**src/rtl/activation_ctrl_pkg.sv**
```systemverilog
// activation_ctrl_pkg: shared types and constants for the
// activation sequencer and the datapath it drives.
package activation_ctrl_pkg;

    localparam int unsigned N           = 4;
    localparam int unsigned WO          = 8;
    localparam int unsigned ACT_LATENCY = 2;
    localparam int unsigned FIFO_DEPTH  = 4;
    localparam int unsigned CNT_W       = 16;
    localparam int unsigned FIFO_CNT_W  = $clog2(FIFO_DEPTH + 1);

    typedef enum logic [1:0] {
        IDENTITY = 2'd0,
        RELU     = 2'd1,
        GELU     = 2'd2
    } activation_e;

    typedef enum logic {
        RQ_SIGNED   = 1'b0,
        RQ_UNSIGNED = 1'b1
    } requant_mode_e;

    typedef enum logic [1:0] {
        IDLE  = 2'd0,
        RUN   = 2'd1,
        DRAIN = 2'd2,
        DONE  = 2'd3
    } activation_ctrl_state_e;

    typedef logic signed [WO-1:0] gelu_const_t;
    typedef logic [7:0]           requant_const_t;
    typedef logic signed [7:0]    requant_t;
    typedef logic [N-1:0][WO-1:0] requant_oup_t;

    typedef struct packed {
        activation_e    activation;
        requant_mode_e  requant_mode;
        gelu_const_t    one;
        gelu_const_t    b;
        gelu_const_t    c;
        requant_const_t mult;
        requant_const_t shift;
        requant_t       add;
    } act_cfg_t;

    // Number of vectors currently travelling through the datapath.
    function automatic logic [FIFO_CNT_W-1:0] inflight_cnt(
        input logic [ACT_LATENCY-1:0] pipe
    );
        logic [FIFO_CNT_W-1:0] cnt;
        cnt = '0;
        for (int i = 0; i < ACT_LATENCY; i++) begin
            cnt = cnt + FIFO_CNT_W'(pipe[i]);
        end
        return cnt;
    endfunction

endpackage

```
**src/rtl/activation_ctrl_if.sv**
```systemverilog
// activation_ctrl_if: valid/ready vector stream.
// master drives valid/data, slave drives ready.
interface activation_ctrl_if;
    import activation_ctrl_pkg::*;

    logic         valid;
    logic         ready;
    requant_oup_t data;

    modport master (output valid, output data, input ready);
    modport slave  (input valid, input data, output ready);

endinterface

```
**src/rtl/activation_ctrl_fifo.sv**
```systemverilog
// activation_ctrl_fifo: registered-output FIFO (no fall-through).
// Simultaneous push and pop on a full FIFO keeps the count.
module activation_ctrl_fifo #(
    parameter type         DATA_T = logic,
    parameter int unsigned DEPTH  = 4
) (
    input  logic                       clk_i,
    input  logic                       rst_ni,
    input  logic                       push_i,
    input  DATA_T                      data_i,
    input  logic                       pop_i,
    output DATA_T                      data_o,
    output logic                       full_o,
    output logic                       empty_o,
    output logic [$clog2(DEPTH+1)-1:0] usage_o
);

    localparam int unsigned AW = (DEPTH > 1) ? $clog2(DEPTH) : 1;
    localparam int unsigned CW = $clog2(DEPTH + 1);

    DATA_T         mem_q [DEPTH];
    DATA_T         mem_d [DEPTH];
    logic [AW-1:0] wr_q, wr_d;
    logic [AW-1:0] rd_q, rd_d;
    logic [CW-1:0] cnt_q, cnt_d;
    logic          do_push;
    logic          do_pop;

    function automatic logic [AW-1:0] ptr_inc(input logic [AW-1:0] p);
        return (p == AW'(DEPTH - 1)) ? '0 : p + AW'(1);
    endfunction

    assign full_o  = (cnt_q == CW'(DEPTH));
    assign empty_o = (cnt_q == '0);
    assign usage_o = cnt_q;
    assign data_o  = mem_q[rd_q];
    assign do_pop  = pop_i & ~empty_o;
    assign do_push = push_i & (~full_o | pop_i);

    // Pointer, count and storage update.
    always_comb begin
        mem_d = mem_q;
        wr_d  = wr_q;
        rd_d  = rd_q;
        cnt_d = cnt_q;
        if (do_push) begin
            mem_d[wr_q] = data_i;
            wr_d        = ptr_inc(wr_q);
        end
        if (do_pop) begin
            rd_d = ptr_inc(rd_q);
        end
        if (do_push && !do_pop) begin
            cnt_d = cnt_q + CW'(1);
        end else if (!do_push && do_pop) begin
            cnt_d = cnt_q - CW'(1);
        end
    end

    // FIFO state registers.
    always_ff @(posedge clk_i or negedge rst_ni) begin
        if (!rst_ni) begin
            mem_q <= '{default: '0};
            wr_q  <= '0;
            rd_q  <= '0;
            cnt_q <= '0;
        end else begin
            mem_q <= mem_d;
            wr_q  <= wr_d;
            rd_q  <= rd_d;
            cnt_q <= cnt_d;
        end
    end

endmodule

```
**src/rtl/activation_ctrl.sv**
```systemverilog
// activation_ctrl: tile sequencer for the activation datapath.
// Latches tile config, throttles input by FIFO credit, buffers results.
module activation_ctrl
    import activation_ctrl_pkg::*;
(
    input  logic               clk_i,
    input  logic               rst_ni,
    input  logic               start_i,
    input  logic [CNT_W-1:0]   n_vectors_i,
    input  activation_e        activation_i,
    input  requant_mode_e      requant_mode_i,
    input  gelu_const_t        gelu_one_i,
    input  gelu_const_t        gelu_b_i,
    input  gelu_const_t        gelu_c_i,
    input  requant_const_t     rq_mult_i,
    input  requant_const_t     rq_shift_i,
    input  requant_t           rq_add_i,
    activation_ctrl_if.slave   inp,
    output requant_oup_t       act_data_o,
    output activation_e        act_activation_o,
    output requant_mode_e      act_requant_mode_o,
    output gelu_const_t        act_one_o,
    output gelu_const_t        act_b_o,
    output gelu_const_t        act_c_o,
    output requant_const_t     act_rq_mult_o,
    output requant_const_t     act_rq_shift_o,
    output requant_t           act_rq_add_o,
    output logic               act_calc_en_o,
    output logic               act_calc_en_q_o,
    input  requant_oup_t       act_data_i,
    activation_ctrl_if.master  oup,
    output logic               busy_o,
    output logic               done_o
);

    activation_ctrl_state_e state_q, state_d;
    act_cfg_t               cfg_q, cfg_d;
    logic [CNT_W-1:0]       n_q, n_d;
    logic [CNT_W-1:0]       acc_q, acc_d;
    logic [CNT_W-1:0]       emit_q, emit_d;
    logic [ACT_LATENCY-1:0] pipe_q, pipe_d;

    logic                  start_ok;
    logic                  fire_in;
    logic                  inp_ready;
    logic                  credit_ok;
    logic                  push;
    logic                  pop;
    logic                  fifo_full;
    logic                  fifo_empty;
    logic [FIFO_CNT_W-1:0] fifo_cnt;

    assign start_ok  = (state_q == IDLE) & start_i;
    assign fire_in   = inp.valid & inp_ready;
    assign push      = pipe_q[ACT_LATENCY-1];
    assign pop       = oup.valid & oup.ready;
    assign oup.valid = ~fifo_empty;
    assign inp.ready = inp_ready;
    assign credit_ok = ({1'b0, inflight_cnt(pipe_q)} + {1'b0, fifo_cnt})
                       < (FIFO_CNT_W + 1)'(FIFO_DEPTH);

    assign act_data_o      = inp.data;
    assign act_calc_en_o   = fire_in;
    assign act_calc_en_q_o = pipe_q[0];

    assign act_activation_o   = cfg_q.activation;
    assign act_requant_mode_o = cfg_q.requant_mode;
    assign act_one_o          = cfg_q.one;
    assign act_b_o            = cfg_q.b;
    assign act_c_o            = cfg_q.c;
    assign act_rq_mult_o      = cfg_q.mult;
    assign act_rq_shift_o     = cfg_q.shift;
    assign act_rq_add_o       = cfg_q.add;

    // FSM state register.
    always_ff @(posedge clk_i or negedge rst_ni) begin
        if (!rst_ni) begin
            state_q <= IDLE;
        end else begin
            state_q <= state_d;
        end
    end

    // FSM next state: a tile finishes once every accepted vector left.
    always_comb begin
        state_d = state_q;
        unique case (state_q)
            IDLE: begin
                if (start_i) begin
                    state_d = (n_vectors_i == '0) ? DONE : RUN;
                end
            end
            RUN: begin
                if (fire_in && (acc_q == n_q - CNT_W'(1))) begin
                    state_d = DRAIN;
                end
            end
            DRAIN: begin
                if (emit_q == n_q) begin
                    state_d = DONE;
                end
            end
            DONE: begin
                state_d = IDLE;
            end
            default: begin
                state_d = IDLE;
            end
        endcase
    end

    // FSM outputs; input ready never looks at inp.valid.
    always_comb begin
        inp_ready = (state_q == RUN) & (acc_q != n_q) & credit_ok;
        busy_o    = (state_q != IDLE);
        done_o    = (state_q == DONE);
    end

    // Config latch, vector counters and datapath valid pipe.
    always_comb begin
        cfg_d  = cfg_q;
        n_d    = n_q;
        acc_d  = acc_q;
        emit_d = emit_q;
        pipe_d = {pipe_q[ACT_LATENCY-2:0], fire_in};
        if (start_ok) begin
            cfg_d.activation   = activation_i;
            cfg_d.requant_mode = requant_mode_i;
            cfg_d.one          = gelu_one_i;
            cfg_d.b            = gelu_b_i;
            cfg_d.c            = gelu_c_i;
            cfg_d.mult         = rq_mult_i;
            cfg_d.shift        = rq_shift_i;
            cfg_d.add          = rq_add_i;
            n_d                = n_vectors_i;
            acc_d              = '0;
            emit_d             = '0;
        end else begin
            if (fire_in && (acc_q != n_q)) begin
                acc_d = acc_q + CNT_W'(1);
            end
            if (pop && (emit_q != n_q)) begin
                emit_d = emit_q + CNT_W'(1);
            end
        end
    end

    // Sequencer registers.
    always_ff @(posedge clk_i or negedge rst_ni) begin
        if (!rst_ni) begin
            cfg_q  <= '0;
            n_q    <= '0;
            acc_q  <= '0;
            emit_q <= '0;
            pipe_q <= '0;
        end else begin
            cfg_q  <= cfg_d;
            n_q    <= n_d;
            acc_q  <= acc_d;
            emit_q <= emit_d;
            pipe_q <= pipe_d;
        end
    end

    activation_ctrl_fifo #(
        .DATA_T (requant_oup_t),
        .DEPTH  (FIFO_DEPTH)
    ) i_fifo (
        .clk_i   (clk_i),
        .rst_ni  (rst_ni),
        .push_i  (push),
        .data_i  (act_data_i),
        .pop_i   (pop),
        .data_o  (oup.data),
        .full_o  (fifo_full),
        .empty_o (fifo_empty),
        .usage_o (fifo_cnt)
    );

    // Every in-flight vector holds a reserved slot, so a push finds room.
    a_no_push_full : assert property (
        @(posedge clk_i) disable iff (!rst_ni) !(push && fifo_full)
    );

endmodule

```
**src/flat_wrapper.sv**
```systemverilog
// flat-port wrapper written by rule: the top's interface ports become plain ports
module activation_ctrl_flat import activation_ctrl_pkg::*;
  (clk_i, rst_ni, start_i, n_vectors_i, activation_i, requant_mode_i, gelu_one_i, gelu_b_i, gelu_c_i, rq_mult_i, rq_shift_i, rq_add_i, act_data_o, act_activation_o, act_requant_mode_o, act_one_o, act_b_o, act_c_o, act_rq_mult_o, act_rq_shift_o, act_rq_add_o, act_calc_en_o, act_calc_en_q_o, act_data_i, busy_o, done_o, inp_valid, inp_data, inp_ready, oup_valid, oup_data, oup_ready);
  activation_ctrl_if inp_i ();
  activation_ctrl_if oup_i ();
  input  logic clk_i;
  input  logic rst_ni;
  input  logic start_i;
  input  logic [CNT_W-1:0] n_vectors_i;
  input  activation_e activation_i;
  input  requant_mode_e requant_mode_i;
  input  gelu_const_t gelu_one_i;
  input  gelu_const_t gelu_b_i;
  input  gelu_const_t gelu_c_i;
  input  requant_const_t rq_mult_i;
  input  requant_const_t rq_shift_i;
  input  requant_t rq_add_i;
  output requant_oup_t act_data_o;
  output activation_e act_activation_o;
  output requant_mode_e act_requant_mode_o;
  output gelu_const_t act_one_o;
  output gelu_const_t act_b_o;
  output gelu_const_t act_c_o;
  output requant_const_t act_rq_mult_o;
  output requant_const_t act_rq_shift_o;
  output requant_t act_rq_add_o;
  output logic act_calc_en_o;
  output logic act_calc_en_q_o;
  input  requant_oup_t act_data_i;
  output logic busy_o;
  output logic done_o;
  input wire logic [$bits(inp_i.valid)-1:0] inp_valid;
  input wire logic [$bits(inp_i.data)-1:0] inp_data;
  output wire logic [$bits(inp_i.ready)-1:0] inp_ready;
  output wire logic [$bits(oup_i.valid)-1:0] oup_valid;
  output wire logic [$bits(oup_i.data)-1:0] oup_data;
  input wire logic [$bits(oup_i.ready)-1:0] oup_ready;
  assign inp_i.valid = inp_valid;
  assign inp_i.data = inp_data;
  assign inp_ready = inp_i.ready;
  assign oup_valid = oup_i.valid;
  assign oup_data = oup_i.data;
  assign oup_i.ready = oup_ready;
  activation_ctrl u_core (.clk_i(clk_i), .rst_ni(rst_ni), .start_i(start_i), .n_vectors_i(n_vectors_i), .activation_i(activation_i), .requant_mode_i(requant_mode_i), .gelu_one_i(gelu_one_i), .gelu_b_i(gelu_b_i), .gelu_c_i(gelu_c_i), .rq_mult_i(rq_mult_i), .rq_shift_i(rq_shift_i), .rq_add_i(rq_add_i), .inp(inp_i), .act_data_o(act_data_o), .act_activation_o(act_activation_o), .act_requant_mode_o(act_requant_mode_o), .act_one_o(act_one_o), .act_b_o(act_b_o), .act_c_o(act_c_o), .act_rq_mult_o(act_rq_mult_o), .act_rq_shift_o(act_rq_shift_o), .act_rq_add_o(act_rq_add_o), .act_calc_en_o(act_calc_en_o), .act_calc_en_q_o(act_calc_en_q_o), .act_data_i(act_data_i), .oup(oup_i), .busy_o(busy_o), .done_o(done_o));
endmodule
```
**config.mk**
```make
export PLATFORM = sky130hd
export DESIGN_NAME = activation_ctrl_flat
export DESIGN_NICKNAME = d
export VERILOG_FILES = /design/src/rtl/activation_ctrl_pkg.sv /design/src/rtl/activation_ctrl_if.sv /design/src/rtl/activation_ctrl_fifo.sv /design/src/rtl/activation_ctrl.sv /design/src/flat_wrapper.sv
export SDC_FILE = /design/constraint.sdc
export NUM_CORES = 1
export LEC_CHECK = 0
export CORE_MARGIN = 10
export CORE_UTILIZATION = 51
export DETAILED_ROUTE_END_ITERATION = 6
export GPL_ROUTABILITY_DRIVEN = 1
export PLACE_DENSITY = 0.89
export SLEW_MARGIN = 20
export SYNTH_ARGS = -nofsm -noshare
export SYNTH_HDL_FRONTEND = slang
export SYNTH_HIERARCHICAL = 1
export SYNTH_SLANG_ARGS = --single-unit
export TNS_END_PERCENT = 20
```
**constraint.sdc**
```tcl
create_clock -name clk_i -period 3.35 [get_ports clk_i]
set_input_delay 0.5025 -clock clk_i [delete_from_list [all_inputs] [get_ports clk_i]]
set_output_delay 0.5025 -clock clk_i [all_outputs]
set_load 0.03 [all_outputs]
```
* Yosys cells after proc, flatten, opt, wreduce, memory -nomap -nowiden
Cells that the tools add are included.
** Storage, ports and cells
- Flip-flop bits (word level) :: 238
- Input bits :: 136
- Output and inout bits :: 121
** Cells by class
- $add $sub $neg :: 9
- Order comparisons :: 4
- Equal/unequal tests :: 13
- Muxes and demuxes :: 19
- Bitwise gates (word level) :: 12
- Reduce and logical (&&, ||, !) cells :: 16
** Operators by type and width (number)
- 128-bit bitwise mux :: 1
- 32-bit 2-to-1 mux :: 3
- 32-bit binary-select mux with 2-bit select :: 1
- 32-bit demux with 2-bit select :: 1
- 16-bit 2-to-1 mux :: 4
- 16-bit by 1-bit adder with 16-bit output (second input constant) :: 2
- 16-bit equality test :: 2
- 16-bit != test :: 2
- 16-bit zero test :: 1
- 16-bit by 1-bit subtractor with 16-bit output (second input constant) :: 1
- 2-bit 2-to-1 mux :: 6
- 2-bit equality test (second input constant) :: 4
- 2-bit case mux with 4 select lines :: 1
- 2-bit nonzero test :: 4
- 1-bit AND :: 7
- 3-bit >= comparator (second input constant) :: 2
- 1-bit logical AND :: 6
- 3-bit 2-to-1 mux :: 2
- 2-bit NOT with 3-bit output :: 2
- 2-bit by 1-bit adder with 2-bit output (second input constant) :: 2
- 3-bit by 3-bit adder with 4-bit output :: 1
- 4-bit by 3-bit less-than comparator with 1-bit output (second input constant) :: 1
- 2-bit by 1-bit != test with 1-bit output (second input constant) :: 2
- 3-bit by 1-bit adder with 3-bit output (second input constant) :: 1
- other kinds (12) :: 14

* Depth between registers and ports, before layout
Gate-level depths: netlist (run 1).
- Word-level depth :: 9
- Gate-level depth with buffers :: 11
- Mapped depth without buffers :: 10

* By module
Netlist (run 1), hierarchy kept.
** By module, submodules not included
- activation_ctrl_fifo :: times used 1, cells each 349, area each 5993.2 um^2, sequential area each 3378.2 um^2
- activation_ctrl :: times used 1, cells each 628, area each 5446.5 um^2, sequential area each 2577.5 um^2

* Worst setup path before layout (run 1)
OpenSTA, ideal clock, no wires.
- Path kind :: reg-to-reg
- From :: reg u_core.n_q[1]
- To :: reg u_core.state_q[0]
- Library setup time :: 0.118 ns
- Data arrival time :: 2.738 ns
- Data required time :: 3.232 ns
- Slack :: 0.494 ns
- Stages on the path, launching flop included :: 10
- Buffers on the path :: 1
- Clock period less this slack :: 2.856 ns
- Path through :: dfrtp_1 -> buf_6 -> or4_4 -> o21ai_2 -> a21oi_1 -> a311o_1 -> a2111o_1 -> or3_1 -> a221o_1 -> a21o_1
** On the way
- Longest elaborated chain between the ends :: 7
- Elaborated cells on any way between the ends :: 11
** Ends and longest elaborated chain
- start: declaration :: line activation_ctrl.sv:38 : logic [CNT_W-1:0] n_q, n_d;
- start signal: assignment :: line activation_ctrl.sv:158 : n_q <= n_d;
- branches (longest 6 deep; another with 16-bit by 1-bit subtractor with 16-bit output)
- 3-bit AND reduction (no source line) *
- end signal: assignment :: line activation_ctrl.sv:80 : state_q <= state_d;
- end: declaration :: line activation_ctrl.sv:36 : activation_ctrl_state_e state_q, state_d;
Mark *: on every way between the ends.
A chain may end at the register's enable or synchronous reset.

* Worst setup path in the final report (run 1)
- From :: reg u_core.n_q[4]
- To :: out act_calc_en_o
** On the way
- Longest elaborated chain between the ends :: 4
** Ends and longest elaborated chain
- 16-bit != test :: line activation_ctrl.sv:114 : inp_ready = (state_q == RUN) & (acc_q != n_q) & credit_ok;
- 1-bit AND (2 in a row) :: line activation_ctrl.sv:114
- 1-bit AND :: line activation_ctrl.sv:54 : assign fire_in = inp.valid & inp_ready;
- end: declaration :: line flat_wrapper.sv:27 : output logic act_calc_en_o;
Every way passes these cells.

==> results of run 1 <==
==> layer usage <==
layer / GRT usage, % / part of all wire (%) / vias up
met5: 0 / 0 / -
met4: 4.69 / 1.8 / 0
met3: 7.00 / 9.3 / 41
met2: 31.8 / 49 / 256
met1: 22.7 / 40 / 3842
li1: - / - / 3610
==> worst paths after layout <==
kind | cells past startpoint | to | startpoint | slack (ns)
setup / recovery | 5 | act_calc_en_o | u_core/n_q[4] | 0.16
hold / removal | 0 | u_core/pipe_q[1] | u_core/pipe_q[0] | 0.41
setup reg to reg | 10 | u_core/state_q[0] | u_core/n_q[0] | 0.27
hold reg to reg | 0 | u_core/pipe_q[1] | u_core/pipe_q[0] | 0.41
max in group asynchronous | 3 | u_core/i_fifo/mem_q[126] | rst_ni | 1.89
min in group asynchronous | 2 | u_core/i_fifo/mem_q[117] | rst_ni | 0.58
==> power by group <==
group	switching, µW	leakage, µW	internal [µW]
Combinational	3490	0.00290	3250
Clock	1110	0.000397	1530
Sequential	929	0.00290	4140
Total	5530	0.00619	8920
==> final cells by class <==
class,instances,area (µm²),share of cell area (%)
Timing Repair Buffer,209,2110,14.9
Multi-Input combinational cell,637,4870,34.5
Inverter,16,60.1,0.425
Sequential cell,238,5960,42.1
Clock buffer,37,741,5.24
Clock inverter,9,55.1,0.389
Tap cell,280,350,2.48
==> critical path, stage by stage (launching register included) <==
cell	delay, ns
sky130_fd_sc_hd__dfrtp_1	0.48
sky130_fd_sc_hd__xor2_1	0.33
sky130_fd_sc_hd__and4b_1	0.24
sky130_fd_sc_hd__and4_1	0.26
sky130_fd_sc_hd__nor2_1	0.17
sky130_fd_sc_hd__clkdlybuf4s50_1	0.70
==> sequential cells by signal, summed over array words and instances, names as in the netlist <==
| register | flops |
|---|---|
| u_core/i_fifo/rd_q | 2 |
| u_core/i_fifo/mem_q | 128 |
| u_core/i_fifo/usage_o | 3 |
| u_core/act_b_o | 8 |
| u_core/state_q | 2 |
| u_core/act_c_o | 8 |
| u_core/i_fifo/wr_q | 2 |
| u_core/act_activation_o | 2 |
| u_core/acc_q | 16 |
| u_core/n_q | 16 |
| u_core/pipe_q | 2 |
| u_core/act_rq_add_o | 8 |
| u_core/act_requant_mode_o | 1 |
| u_core/act_rq_shift_o | 8 |
| u_core/emit_q | 16 |
| u_core/act_rq_mult_o | 8 |
| u_core/act_one_o | 8 |
==> through the flow <==
step           setup slack (ns)  power [µW]
2_1_floorplan             0.494        9420
3_3_place_gp              0.258       11600
3_5_place_dp              0.227       11900
4_1_cts                  0.0120       14600
5_1_grt                  0.0129       15300
6_report                  0.162       14400
==> repair_timing <==
item,CTS,global route
buffers inserted,0,0
resized for setup,0,3
endpoints found under the setup margin,0,3
hold buffers,1,0
endpoints found under the hold margin,4,0
==> impl_metrics.prom, run 1 <==
# TYPE chip_impl_metric gauge
chip_impl_info{name="rsz_0062_raised_after_global_routing",value="false"} 1
chip_impl_metric{name="fin_util",unit="%"} 64.4
chip_impl_info{name="cts_root_buf",value="sky130_fd_sc_hd__clkbuf_16"} 1
chip_impl_metric{name="antenna_found_initial",unit=""} 0
chip_impl_info{name="hold_crit_class",value="reg2reg"} 1
chip_impl_metric{name="non_filler_cells_in_the_finished_layout",unit=""} 1426
chip_impl_metric{name="initial_utilization",unit="%"} 52.1
chip_impl_metric{name="grt_max_degree",unit=""} 88
chip_impl_metric{name="dpl-instance-area",unit="mm²"} 0.0133
chip_impl_metric{name="maximum_ir_drop_on_the_vdd_rail",unit="µV"} 581
chip_impl_metric{name="post-route-min-period",unit="ns"} 3.19
chip_impl_metric{name="final_hold_viol_count",unit=""} 0
chip_impl_info{name="final_cell_mix",value="sky130_fd_sc_hd__dfrtp_1, sky130_fd_sc_hd__nand2_1, sky130_fd_sc_hd__clkdlybuf4s50_1"} 1
chip_impl_metric{name="fillers",unit=""} 1625
chip_impl_metric{name="timing.slew.headroom",unit="%"} 55.7
chip_impl_metric{name="fmax",unit="MHz"} 314
chip_impl_metric{name="io-pin-count",unit=""} 257
chip_impl_metric{name="globalplace.congestion",unit=""} 0.912
chip_impl_metric{name="slew_violations",unit=""} 0
chip_impl_info{name="endpoint_kind_of_the_worst_setup_timing_path",value="primary output"} 1
chip_impl_metric{name="clock_transition_at_path_regs",unit="ns"} 0.06
chip_impl_metric{name="via_count",unit=""} 7749
chip_impl_metric{name="num_rows",unit=""} 54
chip_impl_metric{name="groute.usage.overall",unit="%"} 19.0
chip_impl_metric{name="route.detailed.vias_per_inst",unit=""} 5.43
chip_impl_metric{name="timing.clock.skew",unit="ns"} 0.0183
chip_impl_metric{name="syn_area",unit="mm²"} 0.0114
chip_impl_metric{name="required",unit="ns"} 2.85
chip_impl_metric{name="stdcell_area",unit="mm²"} 0.0141
chip_impl_metric{name="die_y",unit="µm"} 170
chip_impl_metric{name="die_area",unit="mm²"} 0.0288
chip_impl_metric{name="timing.critical_path.arrival",unit="ns"} 2.69
chip_impl_metric{name="avgSynthCellArea",unit="µm²"} 11.7
chip_impl_metric{name="mappedNetlistNets",unit=""} 1128
chip_impl_metric{name="final_nets",unit=""} 1279
chip_impl_metric{name="placeableCoreArea",unit="mm²"} 0.0220
chip_impl_metric{name="actual_transition_at_the_worst_max_transition_pin",unit="ns"} 0.664
chip_impl_metric{name="wl_per_cell",unit="µm"} 19.2
chip_impl_metric{name="cts.sink_count",unit=""} 238
chip_impl_metric{name="totalWireLength",unit="mm"} 27.3
chip_impl_metric{name="htree_levels",unit=""} 1
chip_impl_metric{name="max_cap_viol_count",unit=""} 0
chip_impl_metric{name="final_antenna_net_count",unit=""} 0
chip_impl_metric{name="fin_crit_sh",unit="%"} 95.2
chip_impl_metric{name="fin_setup_tns",unit="ns"} 0
chip_impl_metric{name="area_delta_synth_final",unit="%"} 23.7
chip_impl_info{name="outcome",value="finished, final reports clean"} 1
chip_impl_info{name="cts_tree",value="done"} 1
chip_impl_metric{name="numPortBuffers",unit=""} 192
chip_impl_metric{name="powerDensity",unit="mW/mm²"} 1020
chip_impl_metric{name="insertion_delay",unit="ns"} 0.52
chip_impl_info{name="mostFrequentLayoutCell",value="sky130_fd_sc_hd__dfrtp_1"} 1
chip_impl_metric{name="synthesis.instances",unit=""} 976
chip_impl_metric{name="critical_path.max_fanout",unit=""} 7
chip_impl_metric{name="grt_pass1_wl",unit="mm"} 44.8
chip_impl_metric{name="diodes",unit=""} 0
chip_impl_metric{name="remaining_drc_errors",unit=""} 0
chip_impl_metric{name="drive_above_1_share",unit="%"} 20.9
chip_impl_metric{name="die-width",unit="µm"} 170
chip_impl_metric{name="hpwl",unit="mm"} 19.3
chip_impl_info{name="timing.setup.critical_path_class",value="reg2out"} 1
chip_impl_metric{name="detail_route.first_pass.iterations",unit=""} 4
chip_impl_metric{name="numPlacedInstances",unit=""} 1379
chip_impl_metric{name="grt_overflow_total",unit=""} 0
chip_impl_info{name="start_kind",value="flip-flop"} 1
chip_impl_metric{name="clock_tree_buffer_depth",unit=""} 3
chip_impl_metric{name="cts_made_buffers",unit=""} 25
chip_impl_metric{name="drtIter0Drc",unit=""} 442
chip_impl_metric{name="setup_viol_count_final",unit=""} 0
chip_impl_metric{name="yosysWarningCount",unit=""} 6
chip_impl_metric{name="worst_hold_slack",unit="ns"} 0.414
chip_impl_metric{name="via_count_of_the_first_global_routing_pass",unit=""} 8581
chip_impl_metric{name="power_leakage",unit="µW"} 0.00619
No activity file was read; power rests on OpenSTA's default activity.
==> run 2: changes to the inputs <==
SLEW_MARGIN = default   (was 20)
==> results of run 2 <==
The final DEF is identical to that of run 1; final timing and power are the same.
